**src/rtl/display_scan.sv**
```systemverilog
// Multiplexed 7-segment scan driver for N digits.
// Frame = N slots of SLOT_CYC cycles; inputs are snapshotted once per frame so a
// frame never mixes old and new values. Each slot opens with DEAD_CYC blank
// cycles (anti-ghosting), then lights under a PWM brightness mask.
// Optional feature: define DISPLAY_SCAN_BLINK_EN to add the per-digit `blink`
// input, the BLINK_SHIFT parameter and a frame counter that gates blinking digits.
module display_scan #(
  parameter int unsigned N           = 8,
  parameter int unsigned SLOT_CYC    = 8192,
  parameter int unsigned DEAD_CYC    = 64,
  parameter int unsigned BRIGHT_W    = 4,
  parameter int unsigned HEX         = 0,
  parameter int unsigned LZ_BLANK    = 0,
  parameter int unsigned SEG_ACT_LOW = 1,
  parameter int unsigned DIG_ACT_LOW = 1
`ifdef DISPLAY_SCAN_BLINK_EN
  ,
  parameter int unsigned BLINK_SHIFT = 5
`endif
) (
  input  logic                clk,
  input  logic                rst,
  input  logic [N-1:0]        vld,
  input  logic [4*N-1:0]      digits,
  input  logic [N-1:0]        dots,
  input  logic [BRIGHT_W-1:0] bright,
`ifdef DISPLAY_SCAN_BLINK_EN
  input  logic [N-1:0]        blink,
`endif
  output logic [N-1:0]        led_ptr_out,
  output logic [7:0]          led_out,
  output logic                frame_start
);

  localparam int unsigned SC_W  = $clog2(SLOT_CYC);
  localparam int unsigned PTR_W = $clog2(N);

  localparam logic [N-1:0] DigIdle = (DIG_ACT_LOW != 0) ? '1 : '0;
  localparam logic [7:0]   SegIdle = (SEG_ACT_LOW != 0) ? '1 : '0;

  logic [SC_W-1:0]       sc_q, sc_d;
  logic [PTR_W-1:0]      ptr_q, ptr_d;
  logic                  slot_end, frame_end;

  logic [N-1:0]          vld_s_q, dots_s_q;
  logic [N-1:0][3:0]     digits_s_q;
  logic [BRIGHT_W-1:0]   bright_s_q;

  logic [N-1:0]          led_ptr_q, led_ptr_d;
  logic [7:0]            led_q, led_d;
  logic                  frame_start_q, frame_start_d;

  logic [N-1:0]          lz_blank;
  logic                  lz_run;
  logic                  lit;
  logic [6:0]            seg_on;
  logic                  dp_on;
  logic [N-1:0]          dig_act;

`ifdef DISPLAY_SCAN_BLINK_EN
  logic [N-1:0]           blink_s_q;
  logic [BLINK_SHIFT-1:0] fc_q;
`endif

  // gfedcba pattern; without HEX, 10..15 render as 'E'
  function automatic logic [6:0] seg_decode(input logic [3:0] v);
    logic [6:0] s;
    case (v)
      4'h0:    s = 7'b0111111;
      4'h1:    s = 7'b0000110;
      4'h2:    s = 7'b1011011;
      4'h3:    s = 7'b1001111;
      4'h4:    s = 7'b1100110;
      4'h5:    s = 7'b1101101;
      4'h6:    s = 7'b1111101;
      4'h7:    s = 7'b0000111;
      4'h8:    s = 7'b1111111;
      4'h9:    s = 7'b1101111;
      4'ha:    s = 7'b1110111;
      4'hb:    s = 7'b1111100;
      4'hc:    s = 7'b0111001;
      4'hd:    s = 7'b1011110;
      4'he:    s = 7'b1111001;
      default: s = 7'b1110001;
    endcase
    if (HEX == 0 && v > 4'd9) s = 7'b1111001;
    return s;
  endfunction

  // Slot/pointer counters and the frame-boundary flag used by the snapshot
  always_comb begin
    slot_end  = (sc_q == SC_W'(SLOT_CYC - 1));
    frame_end = slot_end && (ptr_q == PTR_W'(N - 1));
    sc_d      = sc_q + 1'b1;
    ptr_d     = ptr_q;
    if (slot_end) begin
      sc_d  = '0;
      ptr_d = frame_end ? '0 : ptr_q + 1'b1;
    end
    // High exactly in the cycle whose closing edge takes the snapshot
    frame_start_d = (sc_d == SC_W'(SLOT_CYC - 1)) && (ptr_d == PTR_W'(N - 1));
  end

  // Leading-zero mask: a digit blanks while it and all digits above are zero/invalid
  always_comb begin
    lz_blank = '0;
    lz_run   = 1'b1;
    if (LZ_BLANK != 0) begin
      for (int i = N - 1; i >= 1; i--) begin
        lz_run      = lz_run & (~vld_s_q[i] | (digits_s_q[i] == 4'd0));
        lz_blank[i] = lz_run;
      end
    end
  end

  // Lit decision and pattern for the current slot, registered next edge
  always_comb begin
    lit = (sc_q >= SC_W'(DEAD_CYC)) &&
          ((&bright_s_q) || (sc_q[BRIGHT_W-1:0] < bright_s_q));
    seg_on = '0;
    if (vld_s_q[ptr_q] && !lz_blank[ptr_q]) seg_on = seg_decode(digits_s_q[ptr_q]);
    dp_on = vld_s_q[ptr_q] & dots_s_q[ptr_q];
`ifdef DISPLAY_SCAN_BLINK_EN
    if (blink_s_q[ptr_q] && fc_q[BLINK_SHIFT-1]) begin
      seg_on = '0;
      dp_on  = 1'b0;
    end
`endif
    dig_act        = '0;
    dig_act[ptr_q] = 1'b1;
    if (!lit) begin
      dig_act = '0;
      seg_on  = '0;
      dp_on   = 1'b0;
    end
    led_ptr_d = (DIG_ACT_LOW != 0) ? ~dig_act : dig_act;
    led_d     = (SEG_ACT_LOW != 0) ? ~{dp_on, seg_on} : {dp_on, seg_on};
  end

  // State, snapshot and output registers
  always_ff @(posedge clk) begin
    if (rst) begin
      sc_q          <= '0;
      ptr_q         <= '0;
      vld_s_q       <= '0;
      dots_s_q      <= '0;
      digits_s_q    <= '0;
      bright_s_q    <= '0;
      led_ptr_q     <= DigIdle;
      led_q         <= SegIdle;
      frame_start_q <= 1'b0;
`ifdef DISPLAY_SCAN_BLINK_EN
      blink_s_q     <= '0;
      fc_q          <= '0;
`endif
    end else begin
      sc_q          <= sc_d;
      ptr_q         <= ptr_d;
      led_ptr_q     <= led_ptr_d;
      led_q         <= led_d;
      frame_start_q <= frame_start_d;
      if (frame_end) begin
        vld_s_q    <= vld;
        dots_s_q   <= dots;
        digits_s_q <= digits;
        bright_s_q <= bright;
`ifdef DISPLAY_SCAN_BLINK_EN
        blink_s_q  <= blink;
        fc_q       <= fc_q + 1'b1;
`endif
      end
    end
  end

  assign led_ptr_out = led_ptr_q;
  assign led_out     = led_q;
  assign frame_start = frame_start_q;

endmodule

```
**config.mk**
```make
export PLATFORM = sky130hd
export DESIGN_NAME = display_scan
export DESIGN_NICKNAME = d
export VERILOG_FILES = /design/src/rtl/display_scan.sv
export SDC_FILE = /design/constraint.sdc
export NUM_CORES = 1
export LEC_CHECK = 0
export BUFFER_PORTS_ARGS = -buffer_cell sky130_fd_sc_hd__buf_2
export CAP_MARGIN = 5
export CORE_ASPECT_RATIO = 0.9
export CORE_UTILIZATION = 45
export DETAILED_ROUTE_END_ITERATION = 10
export HOLD_SLACK_MARGIN = 0.03
export PLACE_DENSITY = 0.67
export SYNTH_ARGS = -nofsm -noshare
export SYNTH_HDL_FRONTEND = slang
export SYNTH_SLANG_ARGS = --single-unit
```
**constraint.sdc**
```tcl
create_clock -name clk -period 7 [get_ports clk]
set_clock_uncertainty 0.15 [all_clocks]
set_input_delay 0.35 -clock clk [delete_from_list [all_inputs] [get_ports clk]]
set_output_delay 0.35 -clock clk [all_outputs]
set_load 0.1 [all_outputs]
```
After elaboration in Yosys (flattened, before gate mapping). Memories as Yosys holds them, arrays and structs flattened. A register that Yosys moved wholly into a read port is not among the register bits. Index checks and enable logic that the tools add are counted.

Add/subtract/negate cells: 2. Reductions and logical operators: 8. Order comparisons: 5. Bitwise operators: 3. Eq/ne operators: 4. Muxes and demuxes: 18.

Operators by type and width (count): == test 13 bit, second input constant (2); 2-to-1 mux 7 bit (3); inverter 8 bit (2); adder 13 x 1 -> 13 bit, second input constant (1); >= comparator 13 x 7 -> 1 bit, second input constant (1); 2-to-1 mux 13 bit (1); binary-select mux 4 bit (select 3 bit) (1); 2-to-1 mux 3 bit (3); 2-to-1 mux 8 bit (1); binary-select mux 1 bit (select 3 bit) (2); == test 3 bit, second input constant (2); logical AND 1 bit (5); 2-to-1 mux 1 bit (5); greater-than comparator 4 bit, second input constant (1); < comparator 3 x 4 -> 1 bit, second input constant (1); < comparator 4 bit (1); 2-to-1 mux 4 bit (1); AND reduction 4 bit (1); adder 3 x 1 -> 3 bit, second input constant (1); demux 1 bit (select 3 bit) (1); >= comparator 3 x 1 -> 1 bit, second input constant (1); bitwise AND 1 bit (1); logical NOT 1 bit (1); logical OR 1 bit (1).

Bits in read-only memories: 120. Memories kept: 2. Bits in registers: 85. Output and inout bits: 17. Logic and storage cells: 58.

Memory list: (name not given) (depth 16, bits a word 7, read ports 1, clocked after Yosys merged registers in 0, write ports 0, RTL line 68) `case (v)`; (name not given) (depth 8, bits a word 1, read ports 1, clocked after Yosys merged registers in 1, write ports 0, RTL line 121) `if (vld_s_q[ptr_q] && !lz_blank[ptr_q]) seg_on = seg_decode(digits_s_q[ptr_q]);`.

Depth between registers and ports, before layout. Gate-level depths: netlist of the first run.

Depth after elaboration: 7. Mapped depth: 10. Depth with buffers taken out: 8.

Least setup slack after synthesis of the first run. No wires, ideal clock.

Kind: register -> register. From: register ptr_q[2]. To: register led_q[0] (netlist: led_out[0]). Data required time: 6.730 ns. Setup slack: 4.667 ns. Clock period less this slack: 2.333 ns. Stages on the path, launching flop included: 9. Setup time: 0.120 ns. Arrival time: 2.064 ns. Cell sequence: dfxtp_1 > buf_6 > clkbuf_1 > mux4_1 > mux2_2 > ha_1 > nor2_1 > nor3_1 > a211o_1.

Longest elaborated chain between the ends: 7. Elaborated cells between the ends (all ways): 11. Classes of those cells: order compare: 1; mux: 7; bitwise: 1; reduce/logical: 1; memory: 1.

Ends and longest elaborated chain: start: declaration (RTL line 42) `logic [PTR_W-1:0] ptr_q, ptr_d;`; start signal: assignment (RTL line 158) `ptr_q <= ptr_d;`; binary-select mux 4 bit (select 3 bit) (RTL line 121); 2-to-1 mux 4 bit (implied by the code) (RTL line 121); memory read (16 x 7 bit) or greater-than comparator 4 bit (tied branches); 2-to-1 mux 7 bit (RTL line 86) `if (HEX == 0 && v > 4'd9) s = 7'b1111001;`; 2-to-1 mux 7 bit (*) (RTL line 121); 2-to-1 mux 7 bit (*) (RTL line 131) `if (!lit) begin`; inverter 8 bit (*) (RTL line 137) `led_d = (SEG_ACT_LOW != 0) ? ~{dp_on, seg_on} : {dp_on, seg_on};`; end signal: assignment (RTL line 150) `led_q <= SegIdle;`; end signal: assignment (RTL line 160) `led_q <= led_d;`; end: declaration (RTL line 50) `logic [7:0] led_q, led_d;`.

Mark *: on every way between the ends. The rest lies on a longest branch, timed or not. The select of a mux whose other input is x is not followed. A chain may end at the register's enable or synchronous reset.

Final worst setup path of the first run.
From: register ptr_q[0]. To: register led_q[3] (netlist: led_out[3]).

The elaborated chain is that of the path after synthesis.

==> run summary, run 1 <==
The number of antenna violations at the first check in global routing came to 0. Summing the sequential cell areas from Yosys gives 43.7% of the chip area. In this run the worst setup path begins at ptr_q[0]. Grouping stages by cell kind, the critical path spends the most delay in multiplexers.

The total of fill cells in the finished design came out at 799. The starting DRC count in detailed routing is 109. The placeable core area came out at 8220 um2. The post-synthesis async set-or-reset flop share came out at 0%.

The number of flops mapped to enable cells by yosys is 0. The final critical path takes up 42.9% of the cycle. The type of the worst min-delay path is in -> reg. The static leakage came out at 0.00161 uW. The number of buffers added by the clock tree synthesis step came out at 9.

The worst hold path was traced through 3 stages. The number of global-route vias before repair is 2,926. Cells with a size suffix above 1 make up 20.8% of the layout.

The detailed-route via count is 3,212. The power density over the cells is 194 nW/um2. The number of optimization iterations in the first detailed-route pass came out at 4. The run finished with clean final reports. The library cell contributing the largest single delay on the critical path is sky130_fd_sc_hd__dfxtp_1. The antenna cell count came out at 0. The primary flip-flop cell chosen by synthesis mapping is sky130_fd_sc_hd__dfxtp_1. TritonCTS built the clock tree. The clock-pin transition on the worst setup and hold timing paths came out at 0.08 ns.

The post-route antenna net violation count is 0. Overall power consumption after layout is estimated at 862 uW. Input and output buffers added on the ports amount to 70. The minimum clock period came out at 3.01 ns.

The total of cells resized after clock tree synthesis is 0. In this run the clock root is driven by a sky130_fd_sc_hd__clkbuf_8. CTS built an H-tree with a depth of 3. The critical path goes through mux4_1 -> mux2_2 -> ha_1 -> nor2_1 -> nor3_1 -> a211o_1. The remaining global-route overflow came out at 0. Sorting the synthesized cells by area gives the leading types as sky130_fd_sc_hd__dfxtp_1 (44%), sky130_fd_sc_hd__nand2_1 (11%), sky130_fd_sc_hd__a21oi_1 (7.8%), sky130_fd_sc_hd__ha_1 (4.8%), sky130_fd_sc_hd__mux4_1 (2.7%).

The hold buffer count at cts is 0. The most frequent cell after synthesis is sky130_fd_sc_hd__nand2_1. The final total negative setup slack came out at 0 ns. The share of the synthesized area in the top cell type came out at 43.7%. STA classifies the critical path startpoint as a register. The kind of capture point of the worst setup path is a register. The maximum vdd drop is 0.120 mV. By count the netlist is led by sky130_fd_sc_hd__nand2_1 (117), sky130_fd_sc_hd__dfxtp_1 (85), sky130_fd_sc_hd__a21oi_1 (61).

Setup repair after global routing left no endpoint under its margin. The worst-case headroom to the max-slew limit is 35.4%. Setup violations remaining at the end of the flow were counted as 0. Once layout is complete, the utilization of the core stands at 54.0%. The total clock sinks came out at 85. The maximum frequency from static timing analysis came out at 333 MHz.

The wire length of the first global-routing pass came out at 13,600 um. The startpoint identified for the worst register-to-register timing path is ptr_q[0]. The net count of the finished layout is 574. Dividing the synthesized area by the synthesized cell count gives 8.61 um2. The count of different cell masters after synthesis is 52. The total DRC errors in the routed layout is 0. The number of slew-limit violations in the final report came out at 0. At the worst endpoint, the required time is 7.09 ns. The clock insertion delay at the later pin of the skew report is 0.35 ns. The global-route usage over all layers is 19.2%. The critical hold path startpoint is digits[1]. The netlist area before placement came out at 3890 um2.

The worst register-to-register path ends at led_out[3]. The number of synthesis warnings came out at 0. The count of endpoints failing hold in the final timing report came out at 0. The delay of the slowest cell on the worst path came out at 0.96 ns.

The worst reg-to-reg setup slack is 3.99 ns. The number of maximum-capacitance constraint violations is 0. The count of mapped cells out of synthesis came out at 452. The area of combinational cells with multiple inputs is 1990 um2. The worst min-delay path endpoint is digits_s_q[1].

The total setup buffers inserted after CTS came out at 0. The pin count of the biggest net entering global routing came out at 63. In this run the worst path has a maximum fanout of 21. The longest clock path from root to sink contains 2 buffers.

In this run the count of I/O pins placed on the die edge is 71. After floorplanning, the core was divided into 31 placement rows. The number of synthesized register bits came out at 85. The critical path start-end classification is reg -> reg. Summed over all layers, the routed wires come to 8330 um. The area occupied by registers is 1700 um2. The die is 90.2 um tall. Dividing the detail-routed wire length by the instance count gives 13.3 um.

The floorplan die area is 9030 um2. The total nets after synthesis is 521. In this run the number of cells on the critical path is 6.

The data arrival time of the worst path came out at 3.10 ns. The starting density of the core came out at 47.4%. sky130_fd_sc_hd__dfxtp_1 takes more of the synthesized area than any other cell.

The wire-length estimate of the detail-placed layout is 5800 um. The x dimension of the die came out at 100 um. The measured slew at the worst slew-check pin came out at 0.968 ns. The worst reg2reg path depth is 6. The synthesis-to-layout area growth came out at 14.1%.

The number of vias per cell after detailed routing is 5.14. The final weighted congestion in routability-driven placement came out at 0.840. The critical path buffer and inverter count is 0.
==> state kept, by name, indices dropped and copies added, names as in the netlist <==
name	count
vld_s_q	8
ptr_q	3
led_out	8
dots_s_q	8
bright_s_q	4
digits_s_q	32
sc_q	13
led_ptr_out	8
frame_start	1
==> per-layer routing <==
metal | global-route usage (%) | part of all wire (%) | up-vias | wire, um
met2 | 30.5 | 45 | 82 | 3750
met3 | 4.43 | 5.6 | 10 | 465
li1 | - | - | 1645 | -
met5 | 0 | 0 | - | 0
met4 | 7.13 | 1.6 | 0 | 136
met1 | 25.4 | 48 | 1475 | 3980
==> report_power, final <==
| group | leakage (uW) | switching (uW) | total [uW] | internal [uW] |
|---|---|---|---|---|
| combinational | 0.000835 | 15.1 | 31.2 | 16.1 |
| sequential | 0.000686 | 3.35 | 488 | 484 |
| clock | 0.0000899 | 168 | 343 | 175 |
| total | 0.00161 | 186 | 862 | 676 |
==> worst max-delay path by stage <==
stage,slack (ns),to
after detailed placement,4.02,led_out[3]
after CTS,4.02,led_out[3]
after floorplan,4.67,led_out[0]
after global placement,4.11,led_out[0]
after global routing,3.82,led_out[2]
final,3.99,led_out[3]
==> cell type report <==
cell class                 instances  area share [%]
multi-input combinational        324            44.8
tap                              115            3.24
clock inverter                     3            1.01
sequential                        85            38.3
timing repair buffer              72            8.23
inverter                          13            1.10
clock buffer                      13            3.35
==> cells in the final DEF (no fill, tap or decap), types with 2 or more instances in the layout <==
master	count
sky130_fd_sc_hd__nand2_1	117
sky130_fd_sc_hd__dfxtp_1	85
sky130_fd_sc_hd__buf_2	70
sky130_fd_sc_hd__a21oi_1	61
sky130_fd_sc_hd__nor2_1	27
sky130_fd_sc_hd__ha_1	15
sky130_fd_sc_hd__inv_1	13
sky130_fd_sc_hd__clkbuf_8	10
sky130_fd_sc_hd__nor3_1	8
sky130_fd_sc_hd__mux2i_1	7
sky130_fd_sc_hd__nand3_1	7
sky130_fd_sc_hd__mux2_2	6
sky130_fd_sc_hd__nand4_1	6
sky130_fd_sc_hd__o21ai_0	6
sky130_fd_sc_hd__xnor2_1	6
sky130_fd_sc_hd__nor2b_1	4
sky130_fd_sc_hd__mux4_1	4
sky130_fd_sc_hd__nor4_1	3
sky130_fd_sc_hd__or3_1	3
sky130_fd_sc_hd__a211o_1	3
sky130_fd_sc_hd__xor2_1	3
sky130_fd_sc_hd__a31oi_1	3
sky130_fd_sc_hd__clkbuf_1	3
sky130_fd_sc_hd__a221oi_1	2
sky130_fd_sc_hd__mux4_2	2
sky130_fd_sc_hd__or3b_1	2
sky130_fd_sc_hd__o311ai_1	2
sky130_fd_sc_hd__and3_1	2
sky130_fd_sc_hd__or2_2	2
sky130_fd_sc_hd__and4_1	2
sky130_fd_sc_hd__clkinvlp_4	2
sky130_fd_sc_hd__buf_4	2
==> tightest hold or removal path, delay by kind of cell <==
kind                   cells  cell delay [ns]
buffers and inverters      1             0.09
AO/OA/AOI/OAI              1             0.05
AND/OR/NAND/NOR            1             0.04
==> through the flow <==
step	worst slack, ns	std cells	cell area (um2)	hold WS [ns]
final	3.99	625	4440	0.0794
after global placement	4.11	609	4250	0.283
after global routing	3.82	625	4440	0.0688
after CTS	4.02	625	4440	0.0632
after floorplan	4.67	452	3890	0.277
after detailed placement	4.02	609	4250	0.289
==> cell families after synthesis <==
| family | Yosys count | synth area share (%) |
|---|---|---|
| AO/OA/AOI/OAI | 89 | 14.2 |
| XOR/XNOR | 9 | 2.02 |
| adder cells (fa/ha/maj) | 15 | 4.82 |
| buffers and inverters | 43 | 5.27 |
| flip-flops | 85 | 43.7 |
| multiplexers | 20 | 7.78 |
| AND/OR/NAND/NOR | 191 | 22.2 |
Note: power is estimated with default switching activity, not from simulation.
==> run 2, diff against run 1 <==
Settings changed: PLACE_DENSITY 0.67 to 0.69.
Clock period 7 ns to 2.7 ns, I/O delays scaled along.
==> run summary, run 2 (synthesis results as in run 1) <==
Status: completed (unchanged). The starting DRC count in detailed routing is 179 (was 109). The post-layout net count came out at 635 (was 574). The worst-case setup margin in the final layout came to 0.287 ns (was 3.99 ns). The maximum vdd drop is 0.332 mV (was 0.120 mV). The number of maximum-capacitance constraint violations came out at 0 (unchanged). The area occupied by registers is 1700 um2 (unchanged). The total DRC errors in the routed layout came out at 0 (unchanged). Highest-count cells in the layout ignoring fill and taps: sky130_fd_sc_hd__nand2_1 (117), sky130_fd_sc_hd__dfxtp_1 (85), sky130_fd_sc_hd__buf_2 (70) (unchanged). The depth of the CTS H-tree is 3 (unchanged). Biggest regs: digits_s_q: 32 flops, sc_q: 13 flops (unchanged). The number of vias per cell after detailed routing came out at 5.13 (was 5.14).

The number of buffers added by the clock tree synthesis step is 9 (unchanged). The detailed-route via count is 3,513 (was 3,212). The synthesis-to-layout area growth is 28.9% (was 14.1%).

The number of placement rows is 31 (unchanged). RSZ-0062 raised after global routing: no (unchanged). The startpoint type of the worst setup path is a register (unchanged). The pin count of the biggest net entering global routing came to 62 (was 63). The detail-routed net length per standard cell came out at 14.0 um (was 13.3 um). The post-route antenna net violation count came out at 0 (unchanged). The internal power consumption came out at 1700 uW (was 676 uW). The antenna cell count was 0 (unchanged). The number of flip-flops in the largest register was 32 (unchanged). The data arrival time of the worst path came out at 2.49 ns (was 3.10 ns).

The number of buffers on the longest clock path came out at 2 (unchanged). The remaining global-route overflow is 0 (unchanged). The vertical die dimension is 90.2 um (unchanged). The minimum clock period came out at 2.41 ns (was 3.01 ns). The worst reg2reg path depth is 8 (was 6). The number of antenna violations at the first check in global routing came out at 0 (unchanged). The critical path start-end classification is reg -> reg (unchanged). The clock insertion delay at the later pin of the skew report is 0.35 ns (about the same). The global-route usage over all layers was 22.5% (was 19.2%). The fraction of power consumed by the clock network came out at 35.2% (was 39.8%). The part of the power in registers is 58.0% (was 56.6%). The register ranked first by flip-flop count is digits_s_q (unchanged).

The power density over the cells came out at 434 nW/um2 (was 194 nW/um2). The final weighted congestion in routability-driven placement came out at 0.855 (was 0.840). The placeable core area came out at 8220 um2 (unchanged). The kind of capture point of the worst setup path is a register (unchanged). The maximum frequency from static timing analysis came to 414 MHz (was 333 MHz). The type of the worst min-delay path is in -> reg (unchanged). The total of fill cells in the finished design came out at 737 (was 799). The final critical-path share of the clock period is 89.4% (was 42.9%).

The count of final setup violators was 0 (unchanged). The count of endpoints failing hold in the final timing report came out at 0 (unchanged). The measured slew at the worst slew-check pin is 0.641 ns (was 0.968 ns).

The final total negative setup slack came to 0 ns (unchanged). The worst-case headroom to the max-slew limit came out at 57.3% (was 35.4%). The total of cells resized after clock tree synthesis is 0 (unchanged). The starting density of the core came to 47.4% (unchanged). The required time of the critical path came out at 2.78 ns (was 7.09 ns). The maximum fanout along the worst path was 20 (was 21).

The share of final-layout standard cells stronger than drive strength 1 is 20.0% (was 20.8%). The worst slack at placement was 0.292 ns (was 4.02 ns). The part of the power in combinational logic came out at 6.8% (was 3.6%). The wire length of the first global-routing pass is 15,900 um (was 13,600 um).

The floorplan die area is 9030 um2 (unchanged). The static leakage is 0.00187 uW (was 0.00161 uW). The total detailed-routing wirelength is 9580 um (was 8330 um). The total setup buffers inserted after CTS is 0 (unchanged). The TritonCTS clock tree is done (unchanged). The number of slew-limit violations in the final report is 0 (unchanged). The clock-pin transition on the worst setup and hold timing paths was 0.08 ns (about the same). The cell at the root of the clock tree was sky130_fd_sc_hd__clkbuf_8 (unchanged). The total clock sinks came to 85 (unchanged). The count of input and output buffers is 70 (unchanged). The most common library cell in the layout ignoring fill and taps is sky130_fd_sc_hd__nand2_1 (unchanged).

The area of combinational cells with multiple inputs came to 1990 um2 (unchanged). The detailed placement HPWL came to 6290 um (was 5800 um). The worst hold path cell count is 4 (was 3). The worst hold slack was 0.0583 ns (was 0.0794 ns). The reported net switching power is 475 uW (was 186 uW). The number of optimization iterations in the first detailed-route pass is 6 (was 4).

The switching portion of total power is 21.8% (was 21.6%). The power consumption came out at 2180 uW (was 862 uW). The x dimension of the die came out at 100 um (unchanged). The number of primary I/O pins came out at 71 (unchanged). The number of global-route vias before repair came out at 3,425 (was 2,926).
[run 2: final cells by class]
class,instances,area share (%)
Multi-Input combinational cell,324,39.6
Sequential cell,85,33.9
Timing Repair Buffer,133,19.5
Clock buffer,13,2.97
Tap cell,115,2.87
Inverter,13,0.972
Clock inverter,2,0.199
[run 2: metrics by stage]
step / std cells / instance area, um2 / util (%)
2_1_floorplan: 452 / 3890 / -
3_3_place_gp: 618 / 4340 / 52.8
3_5_place_dp: 618 / 4340 / 52.8
4_1_cts: 685 / 5020 / 61.0
5_1_grt: 685 / 5020 / 61.0
6_report: 685 / 5020 / 61.0
[run 2: path summary, 6_finish.rpt]
path | from | end | slack, ns
min | rst | led_ptr_out[7] | 0.06
max reg2reg | ptr_q[0] | led_out[2] | 0.29
max | ptr_q[0] | led_out[2] | 0.29
min reg2reg | vld_s_q[5] | vld_s_q[5] | 0.30
[run 2: power by group through the flow]
stage	clock [uW]	sequential [uW]	combinational, uW
global route	833	1260	160
detailed placement	0	1290	86.4
CTS	784	1260	144
finish	767	1260	147
global placement	0	1290	87.3
floorplan	0	1290	38.2
[run 2: critical path, cell delays in order, from the launching register on]
cell                      delay [ns]
sky130_fd_sc_hd__dfxtp_1        0.36
sky130_fd_sc_hd__buf_4          0.30
sky130_fd_sc_hd__mux4_2         0.34
sky130_fd_sc_hd__mux2_2         0.33
sky130_fd_sc_hd__inv_1          0.16
sky130_fd_sc_hd__ha_1           0.19
sky130_fd_sc_hd__nor2_1         0.07
sky130_fd_sc_hd__nor3_1         0.25
sky130_fd_sc_hd__o21ai_0        0.14
[run 2: routing by layer]
| layer | part of all wire, % | vias up | GRT usage [%] |
|---|---|---|---|
| li1 | - | 1768 | - |
| met1 | 45 | 1618 | 28.0 |
| met2 | 47 | 119 | 38.7 |
| met3 | 6.3 | 8 | 5.13 |
| met4 | 0.99 | 0 | 6.40 |
| met5 | 0 | - | 0 |
[run 2: timing repair]
item | CTS | global route
hold buffers | 52 | 0
endpoints found under the hold margin | 52 | 0
endpoints found under the setup margin | 0 | 0
==> run 3, diff against run 2 <==
Settings changed: PLACE_DENSITY 0.69 to 0.67.
Clock period 2.7 ns to 3.1 ns, I/O delays scaled along.
==> run summary, run 3 (synthesis results as in run 1) <==
The antenna cell count came to 0 (unchanged). The fraction of power consumed by the clock network came out at 36.9% (was 35.2%). The pin count of the biggest net entering global routing is 62 (unchanged). The number of buffers on the longest clock path is 2 (unchanged). The required time of the critical path was 3.17 ns (was 2.78 ns).

The count of input and output buffers was 70 (unchanged). The maximum vdd drop was 0.233 mV (was 0.332 mV). The hold buffer count at cts is 52 (unchanged). The kind of capture point of the worst setup path is a register (unchanged). The final weighted congestion in routability-driven placement is 0.799 (was 0.855). The worst hold slack came out at 0.123 ns (was 0.0583 ns). The area of combinational cells with multiple inputs came to 1990 um2 (unchanged).

The power density over the cells came to 389 nW/um2 (was 434 nW/um2). The starting density of the core is 47.4% (unchanged). Biggest regs: digits_s_q: 32 flops, sc_q: 13 flops (unchanged). The x dimension of the die came out at 100 um (unchanged). The startpoint type of the worst setup path is a register (unchanged). Highest-count cells in the layout ignoring fill and taps: sky130_fd_sc_hd__nand2_1 (117), sky130_fd_sc_hd__dfxtp_1 (85), sky130_fd_sc_hd__buf_2 (70) (unchanged).

The number of antenna violations at the first check in global routing is 0 (unchanged). RSZ-0062 raised after global routing: no (unchanged). The count of endpoints failing hold in the final timing report was 0 (unchanged). The delay of the slowest cell on the worst path came to 0.56 ns (was 0.36 ns).

The detailed placement HPWL is 5980 um (was 6290 um). The number of placement rows came to 31 (unchanged). The post-route standard cell area excluding fillers is 4990 um2 (was 5020 um2). The measured slew at the worst slew-check pin came out at 0.634 ns (was 0.641 ns). The synthesis-to-layout area growth came to 28.1% (was 28.9%). The maximum frequency from static timing analysis came to 392 MHz (was 414 MHz).

The total of fill cells in the finished design is 742 (was 737). The register ranked first by flip-flop count is digits_s_q (unchanged). The final total negative setup slack came to 0 ns (unchanged). The depth of the CTS H-tree was 3 (unchanged).

The detailed-route via count came to 3,467 (was 3,513). The switching portion of total power came to 22.3% (was 21.8%). The post-route antenna net violation count is 0 (unchanged). The number of optimization iterations in the first detailed-route pass came out at 4 (was 6). The most common library cell in the layout ignoring fill and taps is sky130_fd_sc_hd__nand2_1 (unchanged). The remaining global-route overflow came out at 0 (unchanged). The worst-case headroom to the max-slew limit came out at 57.7% (was 57.3%). The post-layout net count was 630 (was 635). The total cell area at the placement stage came out at 4290 um2 (was 4340 um2).

The number of primary I/O pins came out at 71 (unchanged). The number of maximum-capacitance constraint violations came out at 0 (unchanged). Status: completed (unchanged). The total of cells resized after clock tree synthesis came out at 0 (unchanged).

The part of the power in combinational logic came out at 6.4% (was 6.8%). The cell type group with the largest total delay on the critical path is multiplexers (unchanged). The part of the power in registers came out at 56.8% (was 58.0%). The total detailed-routing wirelength is 9530 um (was 9580 um).

The count of final setup violators came out at 0 (unchanged). The vertical die dimension came out at 90.2 um (unchanged). The wire length of the first global-routing pass came out at 15,800 um (was 15,900 um).

The library cell contributing the largest single delay on the critical path was sky130_fd_sc_hd__dfxtp_1 (unchanged). The reported net switching power came out at 433 uW (was 475 uW). The internal power consumption is 1510 uW (was 1700 uW). The critical path buffer and inverter count came to 1 (was 2).

The static leakage came out at 0.00185 uW (was 0.00187 uW). The critical path start-end classification is reg -> reg (unchanged). The final critical-path share of the clock period was 82.4% (was 89.4%).

The share of final-layout standard cells stronger than drive strength 1 was 19.6% (was 20.0%). The floorplan die area was 9030 um2 (unchanged). The total clock sinks came to 85 (unchanged). The type of the worst min-delay path is in -> reg (unchanged). The total DRC errors in the routed layout came out at 0 (unchanged). The cell at the root of the clock tree is sky130_fd_sc_hd__clkbuf_8 (unchanged). The TritonCTS clock tree is done (unchanged).

The total setup buffers inserted after CTS came out at 0 (unchanged). The minimum clock period came out at 2.55 ns (was 2.41 ns). The number of buffers added by the clock tree synthesis step is 9 (unchanged). The number of global-route vias before repair came out at 3,344 (was 3,425). Cell-by-cell trace of the critical path: mux4_2 -> mux2_2 -> inv_1 -> ha_1 -> nor2_1 -> nor3_1 -> o21ai_0 (was buf_4 -> mux4_2 -> mux2_2 -> inv_1 -> ha_1 -> nor2_1 -> nor3_1 -> o21ai_0). The number of vias per cell after detailed routing is 5.09 (was 5.13). The data arrival time of the worst path was 2.62 ns (was 2.49 ns).

The detail-routed net length per standard cell came out at 14.0 um (about the same). The clock insertion delay at the later pin of the skew report is 0.35 ns (about the same). The area occupied by registers is 1700 um2 (unchanged). The maximum fanout along the worst path is 11 (was 20).

The number of slew-limit violations in the final report came out at 0 (unchanged). The starting DRC count in detailed routing is 181 (was 179). The clock-pin transition on the worst setup and hold timing paths is 0.08 ns (about the same). The number of flip-flops in the largest register came out at 32 (unchanged). The placeable core area came to 8220 um2 (unchanged).

The global-route usage over all layers is 22.2% (was 22.5%).
-- run 3: cell types whose count changed in the layout (fill, tap and decap cells not counted), sizes merged --
| cell | change |
|---|---|
| clkinv | -1 |
| buf | -5 |
| clkinvlp | +2 |
-- run 3: power by group through the flow --
stage	Sequential [uW]	Combinational [uW]	Clock (uW)
floorplan	1120	33.3	0
global placement	1130	70.6	0
detailed placement	1130	70.8	0
CTS	1100	121	731
global route	1100	133	780
finish	1100	124	715
-- run 3: area by class of cell --
cell class / instances / area share, %
clock buffers: 13 / 3.18
clock inverters: 3 / 0.401
inverters: 13 / 0.978
multi-input cells: 324 / 39.8
flip-flops and latches: 85 / 34.1
well taps: 115 / 2.88
repair buffers: 128 / 18.6
-- run 3: final timing paths --
| check | start | to | slack (ns) | depth (start not counted) |
|---|---|---|---|---|
| setup / recovery | ptr_q[2] | led_out[2] | 0.55 | 7 |
| hold / removal | rst | led_ptr_out[7] | 0.12 | 4 |
| setup reg to reg | ptr_q[2] | led_out[2] | 0.55 | 7 |
| hold reg to reg | digits_s_q[12] | digits_s_q[12] | 0.30 | 2 |
-- run 3: metal layers --
layer  GRT usage, %  up-vias  share of wire (%)
met5              0        -                  0
met4           5.92        0               0.85
met3           4.51        7                3.4
met2           37.6       77                 49
met1           28.5     1614                 47
li1               -     1769                  -
-- run 3: per-stage QoR --
step,power (uW),std cells,util (%),worst slack [ns]
5_1_grt,2020,681,60.7,0.314
6_report,1940,681,60.7,0.546
3_5_place_dp,1200,613,52.2,0.569
3_3_place_gp,1200,613,52.2,0.700
2_1_floorplan,1160,452,-,0.767
4_1_cts,1950,681,60.7,0.559
-- run 3: worst min-delay path, stage by stage --
cell and delay [ns]:
sky130_fd_sc_hd__buf_2 0.12, sky130_fd_sc_hd__a21oi_1 0.06, sky130_fd_sc_hd__o31ai_1 0.14, sky130_fd_sc_hd__or3_1 0.12
